### config.mk
export PLATFORM = sky130hd
export DESIGN_NAME = multicycle_stage_sequencer_flat
export DESIGN_NICKNAME = d
export VERILOG_FILES = /design/src/rtl/cpu_seq_pkg.sv /design/src/rtl/multicycle_stage_sequencer_if.sv /design/src/rtl/seq_timeout_counter.sv /design/src/rtl/multicycle_stage_sequencer.sv /design/src/flat_wrapper.sv
export SDC_FILE = /design/constraint.sdc
export NUM_CORES = 1
export LEC_CHECK = 0
export ABC_AREA = 1
export BUFFER_PORTS_ARGS = -buffer_cell sky130_fd_sc_hd__clkbuf_2
export CORE_MARGIN = 3
export CORE_UTILIZATION = 43
export CTS_CLUSTER_SIZE = 30
export DETAILED_ROUTE_END_ITERATION = 16
export GPL_TIMING_DRIVEN = 1
export PLACE_DENSITY = 0.8
export SETUP_SLACK_MARGIN = 0.3
export SYNTH_ARGS = -nofsm -noshare
export SYNTH_HDL_FRONTEND = slang
export SYNTH_HIERARCHICAL = 1
export SYNTH_SLANG_ARGS = --single-unit
### constraint.sdc
create_clock -name clk -period 2.7 [get_ports clk]
set_input_delay 0.81 -clock clk [delete_from_list [all_inputs] [get_ports clk]]
set_output_delay 0.81 -clock clk [all_outputs]
set_load 0.01 [all_outputs]
### src/rtl/cpu_seq_pkg.sv
// cpu_seq_pkg: sequencer state encoding and the default stage indices of the
// five-stage fetch/regfetch/execute/memory/writeback loop.
package cpu_seq_pkg;

    typedef enum logic [1:0] {
        SEQ_IDLE   = 2'd0,
        SEQ_STAGE  = 2'd1,
        SEQ_HALTED = 2'd2
    } seq_state_e;

    localparam int STG_IF  = 0;
    localparam int STG_RF  = 1;
    localparam int STG_EX  = 2;
    localparam int STG_MEM = 3;
    localparam int STG_WB  = 4;

endpackage

### src/rtl/multicycle_stage_sequencer_if.sv
// multicycle_stage_sequencer_if: control bundle between the stage sequencer
// (master) and the multicycle datapath / data memory (slave).
interface multicycle_stage_sequencer_if #(
    parameter int NUM_STAGES = 5,
    parameter int CNT_W      = 32
);
    localparam int IDX_W = $clog2(NUM_STAGES);

    logic                  run;
    logic                  halt;
    logic                  flush;
    logic                  cond_pass;
    logic                  mem_ready;
    logic [NUM_STAGES-1:0] stage_en;
    logic [IDX_W-1:0]      stage_idx;
    logic                  mem_req;
    logic                  busy;
    logic                  instr_done;
    logic                  mem_err;
    logic [CNT_W-1:0]      retired_cnt;
    logic [CNT_W-1:0]      stall_cnt;

    modport master (
        input  run, halt, flush, cond_pass, mem_ready,
        output stage_en, stage_idx, mem_req, busy, instr_done, mem_err,
               retired_cnt, stall_cnt
    );

    modport slave (
        output run, halt, flush, cond_pass, mem_ready,
        input  stage_en, stage_idx, mem_req, busy, instr_done, mem_err,
               retired_cnt, stall_cnt
    );

endinterface

### src/rtl/seq_timeout_counter.sv
// seq_timeout_counter: saturating wait counter; expired_o is high once TIMEOUT
// enabled cycles have accumulated since the last clear.
module seq_timeout_counter #(
    parameter int TIMEOUT = 16
) (
    input  logic clk,
    input  logic rst_n,
    input  logic clr_i,
    input  logic en_i,
    output logic expired_o
);
    localparam int            CW    = $clog2(TIMEOUT + 1);
    localparam logic [CW-1:0] LIMIT = CW'(TIMEOUT);

    logic [CW-1:0] cnt_q, cnt_d;

    always_comb begin
        cnt_d = cnt_q;
        if (clr_i) begin
            cnt_d = '0;
        end else if (en_i && (cnt_q != LIMIT)) begin
            cnt_d = cnt_q + 1'b1;
        end
    end

    always_ff @(posedge clk or negedge rst_n) begin
        if (!rst_n) begin
            cnt_q <= '0;
        end else begin
            cnt_q <= cnt_d;
        end
    end

    assign expired_o = (cnt_q == LIMIT);

endmodule

### src/rtl/multicycle_stage_sequencer.sv
// multicycle_stage_sequencer: one-hot stage-enable sequencer with mem handshake/timeout,
// condition skip, flush and halt. Define MSS_PERF_CNT_EN to build the stall_cnt counter.
module multicycle_stage_sequencer
    import cpu_seq_pkg::*;
#(
    parameter int NUM_STAGES = STG_WB + 1,
    parameter int EXEC_STAGE = STG_EX,
    parameter int MEM_STAGE  = STG_MEM,
    parameter int TIMEOUT    = 16,
    parameter int CNT_W      = 32
) (
    input logic                          clk,
    input logic                          nreset,
    multicycle_stage_sequencer_if.master seq
);
    localparam int               IDX_W    = $clog2(NUM_STAGES);
    localparam logic [IDX_W-1:0] FIRST_IDX = IDX_W'(STG_IF);
    localparam logic [IDX_W-1:0] EXEC_IDX = IDX_W'(EXEC_STAGE);
    localparam logic [IDX_W-1:0] MEM_IDX  = IDX_W'(MEM_STAGE);
    localparam logic [IDX_W-1:0] LAST_IDX = IDX_W'(NUM_STAGES - 1);

    seq_state_e            state_q, state_d;
    logic [IDX_W-1:0]      stage_q, stage_d;
    logic                  halt_pend_q, halt_pend_d;
    logic                  mem_err_q, mem_err_d;
    logic                  retire;
    logic [NUM_STAGES-1:0] stage_en_q;
    logic                  mem_req_q;
    logic                  busy_q;
    logic                  instr_done_q;
    logic [CNT_W-1:0]      retired_cnt_q;
    logic                  in_mem;
    logic                  mem_expired;

    assign in_mem = (state_q == SEQ_STAGE) && (stage_q == MEM_IDX);

    seq_timeout_counter #(.TIMEOUT(TIMEOUT)) u_mem_wait (
        .clk       (clk),
        .rst_n     (nreset),
        .clr_i     (!in_mem || seq.flush),
        .en_i      (in_mem && !seq.mem_ready),
        .expired_o (mem_expired)
    );

    // Same-edge priority: flush, then timeout, then mem handshake, then cond skip / retire.
    always_comb begin
        state_d     = state_q;
        stage_d     = stage_q;
        halt_pend_d = halt_pend_q;
        mem_err_d   = mem_err_q;
        retire      = 1'b0;
        unique case (state_q)
            SEQ_IDLE: begin
                if (seq.run && !seq.halt) begin
                    state_d = SEQ_STAGE;
                    stage_d = FIRST_IDX;
                end
            end
            SEQ_STAGE: begin
                halt_pend_d = halt_pend_q | seq.halt;
                if (seq.flush) begin
                    stage_d = FIRST_IDX;
                    if (!seq.run) begin
                        state_d     = SEQ_IDLE;
                        halt_pend_d = 1'b0;
                    end
                end else if (in_mem) begin
                    if (mem_expired) begin
                        state_d   = SEQ_HALTED;
                        stage_d   = '0;
                        mem_err_d = 1'b1;
                    end else if (seq.mem_ready) begin
                        stage_d = stage_q + 1'b1;
                    end
                end else if (((stage_q == EXEC_IDX) && !seq.cond_pass) || (stage_q == LAST_IDX)) begin
                    retire      = 1'b1;
                    stage_d     = '0;
                    halt_pend_d = 1'b0;
                    if (seq.halt || halt_pend_q) begin
                        state_d = SEQ_HALTED;
                    end else if (seq.run) begin
                        state_d = SEQ_STAGE;
                    end else begin
                        state_d = SEQ_IDLE;
                    end
                end else begin
                    stage_d = stage_q + 1'b1;
                end
            end
            SEQ_HALTED: begin
                state_d = SEQ_HALTED;
            end
            default: begin
                state_d = SEQ_IDLE;
                stage_d = '0;
            end
        endcase
    end

    // Outputs are registered from the next state so they line up with the stage they describe.
    always_ff @(posedge clk or negedge nreset) begin
        if (!nreset) begin
            state_q       <= SEQ_IDLE;
            stage_q       <= '0;
            halt_pend_q   <= 1'b0;
            mem_err_q     <= 1'b0;
            stage_en_q    <= '0;
            mem_req_q     <= 1'b0;
            busy_q        <= 1'b0;
            instr_done_q  <= 1'b0;
            retired_cnt_q <= '0;
        end else begin
            state_q       <= state_d;
            stage_q       <= stage_d;
            halt_pend_q   <= halt_pend_d;
            mem_err_q     <= mem_err_d;
            stage_en_q    <= (state_d == SEQ_STAGE) ? (NUM_STAGES'(1) << stage_d) : '0;
            mem_req_q     <= (state_d == SEQ_STAGE) && (stage_d == MEM_IDX);
            busy_q        <= (state_d == SEQ_STAGE);
            instr_done_q  <= retire;
            retired_cnt_q <= retired_cnt_q + CNT_W'(retire);
        end
    end

`ifdef MSS_PERF_CNT_EN
    logic [CNT_W-1:0] stall_cnt_q;

    always_ff @(posedge clk or negedge nreset) begin
        if (!nreset) begin
            stall_cnt_q <= '0;
        end else if (in_mem && mem_req_q && !seq.mem_ready) begin
            stall_cnt_q <= stall_cnt_q + 1'b1;
        end
    end

    assign seq.stall_cnt = stall_cnt_q;
`else
    assign seq.stall_cnt = '0;
`endif

    assign seq.stage_en    = stage_en_q;
    assign seq.stage_idx   = stage_q;
    assign seq.mem_req     = mem_req_q;
    assign seq.busy        = busy_q;
    assign seq.instr_done  = instr_done_q;
    assign seq.mem_err     = mem_err_q;
    assign seq.retired_cnt = retired_cnt_q;

endmodule

### src/flat_wrapper.sv
// flat-port wrapper written by rule: the top's interface ports become plain ports
module multicycle_stage_sequencer_flat import cpu_seq_pkg::*;
#(
    parameter int NUM_STAGES = STG_WB + 1,
    parameter int EXEC_STAGE = STG_EX,
    parameter int MEM_STAGE  = STG_MEM,
    parameter int TIMEOUT    = 16,
    parameter int CNT_W      = 32
)
  (clk, nreset, seq_run, seq_halt, seq_flush, seq_cond_pass, seq_mem_ready, seq_stage_en, seq_stage_idx, seq_mem_req, seq_busy, seq_instr_done, seq_mem_err, seq_retired_cnt, seq_stall_cnt);
  multicycle_stage_sequencer_if #(.NUM_STAGES(NUM_STAGES), .CNT_W(CNT_W)) seq_i ();
  input logic clk;
  input logic nreset;
  input wire logic [$bits(seq_i.run)-1:0] seq_run;
  input wire logic [$bits(seq_i.halt)-1:0] seq_halt;
  input wire logic [$bits(seq_i.flush)-1:0] seq_flush;
  input wire logic [$bits(seq_i.cond_pass)-1:0] seq_cond_pass;
  input wire logic [$bits(seq_i.mem_ready)-1:0] seq_mem_ready;
  output wire logic [$bits(seq_i.stage_en)-1:0] seq_stage_en;
  output wire logic [$bits(seq_i.stage_idx)-1:0] seq_stage_idx;
  output wire logic [$bits(seq_i.mem_req)-1:0] seq_mem_req;
  output wire logic [$bits(seq_i.busy)-1:0] seq_busy;
  output wire logic [$bits(seq_i.instr_done)-1:0] seq_instr_done;
  output wire logic [$bits(seq_i.mem_err)-1:0] seq_mem_err;
  output wire logic [$bits(seq_i.retired_cnt)-1:0] seq_retired_cnt;
  output wire logic [$bits(seq_i.stall_cnt)-1:0] seq_stall_cnt;
  assign seq_i.run = seq_run;
  assign seq_i.halt = seq_halt;
  assign seq_i.flush = seq_flush;
  assign seq_i.cond_pass = seq_cond_pass;
  assign seq_i.mem_ready = seq_mem_ready;
  assign seq_stage_en = seq_i.stage_en;
  assign seq_stage_idx = seq_i.stage_idx;
  assign seq_mem_req = seq_i.mem_req;
  assign seq_busy = seq_i.busy;
  assign seq_instr_done = seq_i.instr_done;
  assign seq_mem_err = seq_i.mem_err;
  assign seq_retired_cnt = seq_i.retired_cnt;
  assign seq_stall_cnt = seq_i.stall_cnt;
  multicycle_stage_sequencer #(.NUM_STAGES(NUM_STAGES), .EXEC_STAGE(EXEC_STAGE), .MEM_STAGE(MEM_STAGE), .TIMEOUT(TIMEOUT), .CNT_W(CNT_W)) u_core (.clk(clk), .nreset(nreset), .seq(seq_i));
endmodule
==> flow_summary.ini, run 1 <==
[run_status]
status = complete, no violations

[final_layout]
syn_to_final_growth_pct = 21.7
final_common_cell = nand2_1
drive_gt1_share_pct = 29.2
nets = 439
fillers = 591
antenna-diode-count = 0
instances_no_fill = 502
mostFrequentLayoutCells = nand2_1 (61), clkbuf_2 (50), dfrtp_1 (48)
final_cell_area_sq_um = 3640
finish.utilization_pct = 55.8

[floorplan]
ios = 83
start_util_pct = 45.8
dieArea_sq_um = 8000
dieHeight_um = 89.4
row_count = 29
die_x_um = 89.4
core_area_sq_um = 6530

[timing]
hold_viol = 0
tns_ns = 0
finalSetupViolations = 0
finalCriticalPeriod_ns = 2.31
fmax_mhz = 433
fin_skew_ns = 0.00795
post-route-period-util_pct = 85.6
rsz0062_at_grt = false
worstMarginPinSlew_ns = 0.622
finalMaxSlewViolations = 0
relSlewSlack_pct = 58.5

[logic_synthesis]
yosysWarnings = 6
syn_inst = 355
mappedNetlistArea_sq_um = 2990
synth_area_per_cell_sq_um = 8.43
ys_ff_latch = 51
synth_cell_type_count = 27
seq_area_frac_synth_pct = 42.6

[critical_path]
cp_num_buf_inv = 3
path_cells = buf_6 -> inv_2 -> ha_4 -> nand2_4 -> nand2_4 -> nand2_4 -> nor2_4 -> ha_4 -> ha_4 -> nand3_4 -> inv_2 -> nand3b_1 -> nor2_4 -> nand2_2 -> nor2_2 -> xor2_1
r2r-end = u_core/seq.retired_cnt[20]
start_kind = register
r2r-start = u_core/seq.stage_idx[1]
max_stage_delay_ns = 0.46
critical_path_class = register to register
cp_slowest_cell = dfrtp_2
reg2reg_slack_ns = 0.39
cp_max_fo = 4
cp_top_family = simple AND/OR/NAND/NOR gates
endpoint_kind = register
critical_path_required_ns = 2.92
arrival_ns = 2.54
ff2ff_path_depth = 16

[detailed_routing]
wl_mm = 6.99
wl_per_cell_um = 13.9
dr.pass1.iters = 4
vias = 2534
ant_nets = 0
vias_per_cell = 5.05
first_iter_violations = 259
drc = 0

[place]
gp_congestion = 0.880
io_buffers = 50
hpwlAfterDp_mm = 4.97
dp.cells = 482
placed_area_sq_um = 3270

[worst_hold_path]
hold_depth = 1
hold_class = register to register
hold_path.startpoint = u_core/seq.retired_cnt[31]
hold_end = u_core/seq.retired_cnt[31]

[global_routing]
grt_antenna_before_repair = 0
grt_usage_pct = 16.5
grt_pass1_vias = 2204
grt_max_degree = 52
overflow = 0
grt_pass1_wl_mm = 10.4

[cts]
clkTransAtPathRegs_ns = 0.09
cts_max_path_buffers = 2
cts_max_level = 2
cts_sinks = 51
cts_inserted_buffers = 5
cts-root-buf = clkbuf_8
cts_tree = yes
worstSkewPairLatency_ns = 0.30

[power_and_ir_drop]
power_mw = 2.09
ir_drop_uv = 384
p_seq_share_pct = 42.9
p_switching_mw = 0.673
power_density_nw_per_um2 = 574
clock_power_share_pct = 29.4
power.share.combinational_pct = 27.8
p_sw_share_pct = 32.2
internal-power_mw = 1.42
p_leak_nw = 1.84

[run]
drv_cap = 0
## power by group through the flow
stage                     Combinational, mW  Sequential (mW)  Clock, mW
after floorplan                       0.310            0.912          0
after CTS                             0.471            0.881      0.631
final                                 0.581            0.896      0.614
after detailed placement              0.417            0.905          0
after global placement                0.409            0.902          0
after global routing                  0.629            0.905      0.660
## state kept, by name, indices dropped and copies added, names as in the netlist
signal / count
u_core/seq.retired_cnt: 32
u_core/seq.stage_en: 5
u_core/u_mem_wait/cnt_q: 5
u_core/seq.stage_idx: 3
u_core/state_q: 2
u_core/halt_pend_q: 1
u_core/seq.busy: 1
u_core/seq.instr_done: 1
u_core/seq.mem_err: 1
## layout make-up
type	instances	area [sq um]	share of cell area [%]
inverter	40	171	4.70
clock inverter	2	60.1	1.65
clock buffer	6	72.6	1.99
timing repair buffer	64	363	9.96
sequential	51	1280	35.1
tap	77	96.3	2.64
multi-input combinational	262	1600	43.9
## worst max-delay path by stage
stage                             from                    endpoint  slack, ns  cells past startpoint
2_1_floorplan            seq_cond_pass  u_core/seq.retired_cnt[20]       0.31                     14
3_3_place_gp             seq_cond_pass  u_core/seq.retired_cnt[25]       0.08                     14
3_5_place_dp             seq_cond_pass  u_core/seq.retired_cnt[20]       0.04                     15
4_1_cts        u_core/seq.stage_idx[0]  u_core/seq.retired_cnt[21]       0.24                     13
5_1_grt        u_core/seq.stage_idx[0]  u_core/seq.retired_cnt[20]       0.27                     16
6_report       u_core/seq.stage_idx[1]  u_core/seq.retired_cnt[20]       0.39                     16
## Yosys cell counts
cell type  count  area (sq um)
nand2_1       66           248
dfrtp_1       51          1280
nor2_1        40           150
inv_1         37           139
buf_4         33           248
nand3_1       24           120
xnor2_1       16           140
xor2_1        15           131
nor3_1        14          70.1
nand4_1       12          75.1
ha_1           8           100
nand2_2        5          31.3
nor2_2         5          31.3
o21ai_0        5          25.0
a21oi_1        4          20.0
nand3_2        3          30.0
nor2_4         3          33.8
inv_2          2          7.51
nand2_4        2          22.5
nand3b_1       2          15.0
o21ai_2        2          17.5
bufinv_8       1          17.5
conb_1         1          3.75
nand3_4        1          17.5
o211ai_1       1          7.51
o21bai_1       1          7.51
o221ai_1       1          8.76
## cell families (layout without fill, tap and decap cells)
group | count (synthesis) | after routing | synth area share, %
compound gates | 14 | 14 | 2.88
flops | 51 | 51 | 42.6
simple gates | 177 | 177 | 28.2
xor+xnor | 31 | 31 | 9.07
other cells | 1 | 32 | 0.125
buf+inv | 73 | 112 | 13.7
fa+ha+maj | 8 | 8 | 3.34
## through the flow
stage / hold slack [ns] / setup WS, ns
finish: 0.486 / 0.389
global route: 0.507 / 0.265
CTS: 0.493 / 0.235
detailed placement: 0.470 / 0.0374
global placement: 0.463 / 0.0799
floorplan: 0.450 / 0.305
## layer usage
metal | up-vias | share of wire [%] | track usage (%)
met4 | 0 | 1.5 | 3.79
met3 | 14 | 8.3 | 4.15
met1 | 1190 | 45 | 23.6
li1 | 1204 | - | -
met2 | 126 | 46 | 25.3
met5 | - | 0 | 0
## what timing repair did
| action | in CTS | in global routing |
|---|---|---|
| pin swaps | 5 | 9 |
| setup buffers | 5 | 7 |
| endpoints found under the setup margin | 16 | 21 |
| resized for setup | 11 | 25 |
| hold buffers | 0 | 0 |
Power figures use the tool's default switching activity.
==> inputs of run 2 (changes only) <==
--- a/config.mk
+++ b/config.mk
@@ -7,12 +7,14 @@
 export LEC_CHECK = 0
 export ABC_AREA = 1
 export BUFFER_PORTS_ARGS = -buffer_cell sky130_fd_sc_hd__clkbuf_2
+export CELL_PAD_IN_SITES_DETAIL_PLACEMENT = 2
+export CELL_PAD_IN_SITES_GLOBAL_PLACEMENT = 2
 export CORE_MARGIN = 3
-export CORE_UTILIZATION = 43
+export CORE_UTILIZATION = 30
 export CTS_CLUSTER_SIZE = 30
 export DETAILED_ROUTE_END_ITERATION = 16
 export GPL_TIMING_DRIVEN = 1
-export PLACE_DENSITY = 0.8
+export PLACE_DENSITY = 0.91
 export SETUP_SLACK_MARGIN = 0.3
 export SYNTH_ARGS = -nofsm -noshare
 export SYNTH_HDL_FRONTEND = slang
==> flow_summary.ini, run 2 (same netlist as run 1, synthesis figures left out) <==
[floorplan]
die_x_um = 106
dieArea_sq_um = 11200
ios = 83
dieHeight_um = 106
row_count = 35
core_area_sq_um = 9460
start_util_pct = 31.7

[critical_path]
arrival_ns = 2.70
cp_slowest_cell = dfrtp_2
cp_max_fo = 4
path_cells = inv_4 -> ha_1 -> nand2_2 -> nand2_4 -> nand2_4 -> nor2_4 -> ha_4 -> nand2_1 -> nor2_4 -> nand3_1 -> nor2_2 -> nand2_1 -> xnor2_1
critical_path_class = register to register
critical_path_required_ns = 2.92
start_kind = register
max_stage_delay_ns = 0.48
endpoint_kind = register

[place]
io_buffers = 50
placed_area_sq_um = 3380
gp_congestion = 0.820
hpwlAfterDp_mm = 7.15
dp.cells = 539

[cts]
cts_sinks = 51
cts_tree = yes
cts_max_level = 2
worstSkewPairLatency_ns = 0.32
cts_inserted_buffers = 5
clkTransAtPathRegs_ns = 0.11
cts-root-buf = clkbuf_8
cts_max_path_buffers = 2
hold_buffers = 0

[final_layout]
drive_gt1_share_pct = 30.9
multiInputGateArea_sq_um = 1620
final_cell_area_sq_um = 3770
largest_reg_flops = 32
regArea_sq_um = 1280
nets = 447
final_common_cell = nand2_1
syn_to_final_growth_pct = 26.1
instances_no_fill = 562
antenna-diode-count = 0
mostFrequentLayoutCells = nand2_1 (61), clkbuf_2 (50), dfrtp_1 (48)
fillers = 1080

[detailed_routing]
vias = 2629
wl_mm = 10.8
vias_per_cell = 4.68
drc = 0
ant_nets = 0
first_iter_violations = 82
wl_per_cell_um = 19.1
dr.pass1.iters = 4

[timing]
finalSetupViolations = 0
post-route-period-util_pct = 92.1
fin_skew_ns = 0.0224
fmax_mhz = 402
rsz0062_at_grt = true
tns_ns = 0
hold_viol = 0
finalMaxSlewViolations = 0
whs_ns = 0.456
finalCriticalPeriod_ns = 2.49

[worst_hold_path]
hold_class = primary input to asynchronous set/reset pin

[global_routing]
grt_pass1_vias = 2966
grt_usage_pct = 18.1
overflow = 0
grt_max_degree = 52
grt_antenna_before_repair = 0
grt_pass1_wl_mm = 16.1

[run_status]
status = complete, no violations

[run]
drv_cap = 0

[power_and_ir_drop]
power_density_nw_per_um2 = 546
p_leak_nw = 1.89
ir_drop_uv = 376
power_mw = 2.06
-- run 2: changes by cell type in the layout (fill, tap and decap cells not counted), moves of 2 or more --
cell / change
buf_4: +6
nand3_1: -3
nand3_2: +3
nor2_2: -2
-- run 2: worst paths after layout --
check                                             start                         end  slack (ns)  cells past startpoint
max in group asynchronous                        nreset     u_core/seq.stage_idx[2]        1.95                      2
worst max-delay path            u_core/seq.stage_idx[0]  u_core/seq.retired_cnt[29]        0.21                     13
worst max register to register  u_core/seq.stage_idx[0]  u_core/seq.retired_cnt[29]        0.21                     13
worst min-delay path                             nreset          u_core/seq.mem_err        0.46                      2
min in group clk                     u_core/halt_pend_q          u_core/halt_pend_q        0.50                      2
worst min register to register       u_core/halt_pend_q          u_core/halt_pend_q        0.50                      2
-- run 2: critical path, delay by kind of cell (launching register included) --
kind	cells	cell delay, ns
flops	1	0.48
fa+ha+maj	2	0.36
xor+xnor	1	0.16
simple gates	9	1.28
buf+inv	1	0.10
-- run 2: repair_timing --
item | CTS | global route
buffers inserted | 5 | 10
resized for setup | 19 | 18
pin swaps | 4 | 12
setup endpoints to repair | 22 | 16
-- run 2: area by class of cell --
class,count,share of cell area (%)
clock buffers,6,1.92
clock inverters,2,0.994
inverters,40,4.41
multi-input cells,262,42.9
flip-flops and latches,51,33.9
well taps,129,4.28
repair buffers,72,11.6
-- run 2: report_power, final --
group          leakage, nW  switching [mW]  internal (mW)
logic                 1.14           0.374          0.231
registers            0.691          0.0759          0.828
clock network       0.0514           0.275          0.277
total                 1.89           0.724           1.34
-- run 2: layer usage --
layer	routed length, um	share of wire (%)	track usage, %
met5	0	0	0
met4	211	2.0	4.07
met1	4260	40	20.5
met2	5800	54	34.4
met3	485	4.5	3.89
-- run 2: stage by stage --
step / util (%) / setup WS, ns
2_1_floorplan: - / 0.305
3_3_place_gp: 35.8 / 0.0561
3_5_place_dp: 35.8 / -0.129
4_1_cts: 38.1 / 0.311
5_1_grt: 39.9 / 0.0891
6_report: 39.9 / 0.214
